$ cat config.mk
export PLATFORM = sky130hd
export DESIGN_NAME = cpu_mem_arbiter
export DESIGN_NICKNAME = d
export VERILOG_FILES = /design/src/rtl/cpu_mem_arbiter.sv
export SDC_FILE = /design/constraint.sdc
export NUM_CORES = 1
export LEC_CHECK = 0
export ABC_AREA = 1
export BUFFER_PORTS_ARGS = -buffer_cell sky130_fd_sc_hd__buf_4
export CORE_ASPECT_RATIO = 0.7
export CORE_MARGIN = 4
export CORE_UTILIZATION = 35
export DETAILED_ROUTE_END_ITERATION = 8
export GPL_ROUTABILITY_DRIVEN = 0
export HOLD_SLACK_MARGIN = 0.1
export PLACE_DENSITY_LB_ADDON = 0.05
export RECOVER_POWER = 100
export SYNTH_ARGS = -nofsm -noshare
export SYNTH_HDL_FRONTEND = slang
export SYNTH_SLANG_ARGS = --single-unit
$ cat constraint.sdc
create_clock -name clk -period 2.45 [get_ports clk]
set_input_delay 0.3675 -clock clk [delete_from_list [all_inputs] [get_ports clk]]
set_output_delay 0.3675 -clock clk [all_outputs]
set_load 0.01 [all_outputs]
$ cat src/rtl/cpu_mem_arbiter.sv
// Shared memory bus sequencer for the CPU: fetch, optional load/store, then a
// single release cycle per step, with a per-access no-ack timeout.
module cpu_mem_arbiter #(
  parameter int TIMEOUT = 255,
  parameter int TO_W    = 8
) (
  input  logic        clk,
  input  logic        rst,
  input  logic [31:0] if_addr,
  output logic [31:0] if_rdata,
  input  logic [31:0] dm_addr,
  input  logic [31:0] dm_wdata,
  input  logic        dm_rd,
  input  logic        dm_wr,
  output logic [31:0] dm_rdata,
  output logic        cpu_stall,
  output logic [31:0] bus_addr,
  output logic [31:0] bus_wdata,
  output logic        bus_rd,
  output logic        bus_wr,
  input  logic [31:0] bus_rdata,
  input  logic        bus_ack,
  output logic        bus_err
);

  typedef enum logic [1:0] {
    FETCH   = 2'b00,
    DATA    = 2'b01,
    RELEASE = 2'b10
  } state_t;

  state_t          state;
  state_t          state_next;
  logic [TO_W-1:0] to_cnt;
  logic            in_access;
  logic            timeout_hit;
  logic            done;

  assign in_access   = (state == FETCH) || (state == DATA);
  // An ack on the abort cycle takes priority, so the timeout only fires without one.
  assign timeout_hit = in_access && !bus_ack && (to_cnt == TO_W'(TIMEOUT - 1));
  assign done        = in_access && (bus_ack || timeout_hit);

  // NOTE: sequential state uses non-blocking assignments so every register
  // samples pre-edge values regardless of process ordering.
  always_ff @(posedge clk) begin
    if (rst) state <= FETCH;
    else     state <= state_next;
  end

  always_ff @(posedge clk) begin
    if (rst) begin
      to_cnt   <= '0;
      if_rdata <= '0;
      dm_rdata <= '0;
      bus_err  <= 1'b0;
    end else begin
      // Staying in an access state implies no ack, so only waits are counted.
      if (!in_access || state_next != state) to_cnt <= '0;
      else                                   to_cnt <= to_cnt + TO_W'(1);

      if (state == FETCH && done)           if_rdata <= bus_ack ? bus_rdata : '0;
      if (state == DATA && done && !dm_wr)  dm_rdata <= bus_ack ? bus_rdata : '0;
      if (timeout_hit)                      bus_err  <= 1'b1;
    end
  end

  // NOTE: every combinational output gets a default first so no path infers a latch.
  always_comb begin
    state_next = state;
    case (state)
      FETCH:   if (done) state_next = (dm_rd || dm_wr) ? DATA : RELEASE;
      DATA:    if (done) state_next = RELEASE;
      RELEASE: state_next = FETCH;
      default: state_next = FETCH;
    endcase
  end

  always_comb begin
    bus_addr  = '0;
    bus_wdata = '0;
    bus_rd    = 1'b0;
    bus_wr    = 1'b0;
    case (state)
      FETCH: begin
        bus_addr = if_addr;
        bus_rd   = !rst;
      end
      DATA: begin
        bus_addr = dm_addr;
        if (dm_wr) begin
          bus_wr    = !rst;
          bus_wdata = dm_wdata;
        end else begin
          bus_rd = !rst;
        end
      end
      default: ;
    endcase
  end

  // The core's reset is gated by !cpu_stall, so reset must never stall.
  assign cpu_stall = !rst && (state != RELEASE);

endmodule

**Word level (Yosys, flattened, before mapping)**

Cells that the tools add are included.
Widths: inputs -> output; s select.

- Register bits after elaboration: 75
- Latch bits: 0
- RAM bits: 0
- Bits in read-only memories: 0
- Bits of input ports: 133
- Output and inout bits: 132
- Logic and storage cells: 39
- Memories kept: 0

- Add/sub/neg operators: 1
- $mul: 0
- Div/mod/pow operators: 0
- Order comparisons: 0
- Eq/ne operators: 4
- Shift-type cells: 0
- Muxes and demuxes: 12
- Bitwise operators: 0
- Reduce and logical (&&, ||, !) cells: 17

Operators by type and width:

| kind | number |
|---|---|
| $mux 32 | 3 |
| $pmux 32 s2 | 1 |
| $add 8x1->8 const B | 1 |
| $eq 8x8->1 const B | 1 |
| $logic_and 1x1->1 | 7 |
| $mux 2 | 3 |
| $logic_not 1->1 | 4 |
| $logic_or 1x1->1 | 4 |
| $pmux 2 s2 | 1 |
| $mux 1 | 3 |
| $eq 2x1->1 const B | 1 |
| $logic_not 2->1 | 1 |
| $ne 2x2->1 | 1 |
| $ne 2x2->1 const B | 1 |
| $pmux 1 s2 | 1 |
| $reduce_or 2->1 | 1 |

**Longest topological paths before layout**

- Word-level depth: 11
- Mapped depth: 12
- Gate-level depth less buffers: 10

**Worst setup path after synthesis**

No wires, ideal clock.

- Path kind: reg2out
- Start: reg state[1]
- End: out bus_addr[10]
- Arrival time: 1179 ps
- Data required time: 2082 ps
- Slack: 904 ps
- Stages on the path, launching flop included: 5
- Path buffers: 2
- Path through: dfxtp_1 > nor2_1 > buf_2 > buf_1 > a22o_1

- Cells in the longest elaborated chain, start to end: 2
- Elaborated cells on any way between the ends: 3
- Those cells by class: eq/ne (1); mux (1); reduce/logical (1)

Ends and longest elaborated chain:

| element | RTL line | RTL |
|---|---|---|
| start, declared | 32 | `state_t state;` |
| start signal, assigned | 48 | `else state <= state_next;` |
| $eq 2x1->1 or $logic_not 2->1 (tied branches) | 84 | `case (state)` |
| $pmux 32 s2 * | 84 |  |
| end, declared | 17 | `output logic [31:0] bus_addr,` |

Mark *: on every way between the ends. The rest lies on a longest branch, timed or not.

**Worst setup path in the final report**

- Start: reg state[1]
- End: out bus_wdata[29]

- Cells in the longest elaborated chain, start to end: 2

Ends and longest elaborated chain:

| element | RTL line | RTL |
|---|---|---|
| $eq 2x1->1 | 84 |  |
| $mux 32 | 84 |  |
| end, declared | 18 | `output logic [31:0] bus_wdata,` |

Every way passes these cells.

==> metrics.yaml <==
outcome:
  outcome: "completed"
synthesis:
  synth_xor_area_share_pct: 1.40
  synth_cells: 583
  yosysTopAreaCell: "dfxtp_1"
  synth_mux_area_share_pct: 0
  syn-cell-area_mm2: 0.00375
  synth.distinct_cells: 22
  yosysSeqAreaShare_pct: 40.0
  synth-adder-area-share_pct: 0.667
  synth_flop_cell: "dfxtp_1"
  yosysMostFrequentCell: "nand2_1"
  synth_warnings: 0
  synth_simple_gate_area_share_pct: 33.6
  synth_top_family_by_area: "simple AND/OR/NAND/NOR gates"
  ys_seq_elements: 75
  async_reset_ff_share_pct: 0
  syn_avg_cell_area_um2: 6.43
  yosysTopAreaCellShare_pct: 40.0
  synth_compound_area_share_pct: 12.3
  synth_commonest_cells: "191 x nand2_1, 103 x nor2_1, 75 x dfxtp_1"
  syn-num-nets: 718
  synth_edf_count: 0
  synth.area.top_cells: "dfxtp_1 40%, nand2_1 19%, nor2_1 10%, a22o_1 7.5%, inv_1 6.8%"
global_routing:
  grt_overflow: 0
  grt_pass1_wl_um: 21200
  grt_pass1_vias: 4230
  antenna_found_initial: 0
  grt_max_degree: 57
  grt.total_usage_pct: 20.8
sta:
  tns_ns: 0
  finClkSkew_ns: 0.00442
  setup_viol: 0
  fin_crit_sh_pct: 86.5
  hold_viol: 0
  finalWorstSetupSlack_ns: 0.331
  min_period_ns: 2.12
  clock.fmax_ghz: 0.472
  finalMaxSlewViolations: 0
  worstMarginPinSlew_ns: 0.645
  rsz0062_at_grt: "false"
  max-slew-margin-rel_pct: 57.0
floorplanning:
  fp.dieArea_mm2: 0.0125
  fp.dieW_um: 132
  dieHeight_um: 94.6
  pin_count: 265
  core_area_mm2: 0.0104
  rows: 31
  initial_utilization_pct: 36.1
hold_path:
  hold_path_class: "input port to register"
  hold_path_depth: 3
  hold_path.startpoint: "bus_rdata[24]"
critical_path:
  reg2reg_from: "to_cnt[0]"
  critPathMaxFanout: 35
  worstSetupStartpoint: "state[1]"
  crit_required_ns: 2.08
  r2r_cells: 10
  crit_type: "register to output port"
  startpoint_type: "register"
  arrival_ns: 1.75
  endpoint_kind: "output port"
clock_network:
  cts_tree: "built"
  path_clk_slew_ns: 0.06
  cts_resized: 0
  post-cts-setup-buffer-count: 0
  root_buffer: "clkbuf_16"
  cts.path.max_buffers: 2
  clock-sinks: 75
  cts_buffers: 9
  clk_latency_ns: 0.32
  ctsHoldBuffers: 0
  htree_levels: 3
placed_design:
  port_buffers: 264
  hpwlAfterDp_um: 10200
  post-place-ws_ns: 0.467
layout:
  synthToLayoutAreaGrowth_pct: 50.9
  antennaDiodeCount: 0
  final_nets: 964
  drive_above_1_share_pct: 20.1
detailed_routing:
  vias: 4418
  drt_wl_total_um: 13500
  via_per_inst: 4.57
  antenna_left: 0
  wl_per_cell_um: 14.0
  route.detailed.drc: 0
  drt-initial-drc-count: 196
  drt-pass1-iter-count: 5
pwr:
  peakVddDrop_v: 0.000328
  leakagePower_nw: 2.90
  powerDensity_mw_per_mm2: 608
flow_run:
  max-cap-violations: 0
-- per-layer routing --
metal,vias to the layer above,track usage (%),part of all wire [%]
met3,13,6.87,6.9
met4,0,4.55,1.1
li1,2279,-,-
met1,1966,25.5,44
met5,-,0,0
met2,160,36.0,48
-- layout by cell type (no fill, tap or decap), types with 2 or more instances in the layout --
cell       count
xnor2_1        2
nand3_1       15
clkbuf_8       2
ha_1           2
clkbuf_2       3
clkinv_1       2
dfxtp_1       75
bufinv_16      2
nand2_1      191
a21oi_1       35
buf_4        145
a22o_1        32
clkbuf_16      9
clkinv_2       3
xor2_1         4
clkbuf_1     125
nor2_1       102
nand4_1        9
inv_1         69
-- metrics by stage --
stage | hold WS [ns] | std cells | util (%) | total power, mW | area (um^2)
4_1_cts | 0.323 | 966 | 59.1 | 3.58 | 6140
3_3_place_gp | 0.448 | 950 | 55.9 | 2.12 | 5820
6_report | 0.336 | 966 | 54.4 | 3.44 | 5660
2_1_floorplan | 0.430 | 583 | - | 1.69 | 3750
5_1_grt | 0.334 | 966 | 54.4 | 3.61 | 5660
3_5_place_dp | 0.452 | 950 | 55.9 | 2.13 | 5820
-- state kept, by name (all words and copies together) (netlist names) --
register	count
dm_rdata	32
if_rdata	32
to_cnt	8
state	2
bus_err	1
-- path summary, 6_finish.rpt --
kind / to / slack (ns)
worst max register to register: if_rdata[4] / 0.55
worst min register to register: bus_err / 0.46
worst min-delay path: if_rdata[24] / 0.34
worst max-delay path: bus_wdata[29] / 0.33
-- cell type report --
type | count | area [um^2]
Inverter | 72 | 270
Fill cell | 1129 | 4740
Clock inverter | 5 | 75.1
Sequential cell | 75 | 1500
Tap cell | 132 | 165
Multi-Input combinational cell | 397 | 1800
Timing Repair Buffer | 274 | 1590
Clock buffer | 11 | 253
-- worst max-delay path: stages, from the launching register on --
cell	delay [ns]
dfxtp_1	0.37
inv_1	0.09
clkbuf_2	0.52
nand2_1	0.11
nor2_1	0.17
buf_4	0.16
-- cell families (layout without fill, tap and decap cells) --
logic type               count (synthesis)  count (layout)
AND/OR/NAND/NOR                        321             321
XOR/XNOR                                 6               6
AO/OA/AOI/OAI                           68              68
buffers and inverters                  111             362
flip-flops                              75              75
adder cells (fa/ha/maj)                  2               2
-- report_power, final --
group          internal [mW]  switching [mW]  leakage, nW
clock                  0.942           0.497        0.165
sequential              1.28          0.0332        0.611
combinational          0.313           0.379         2.13
Power figures use the tool's default switching activity.
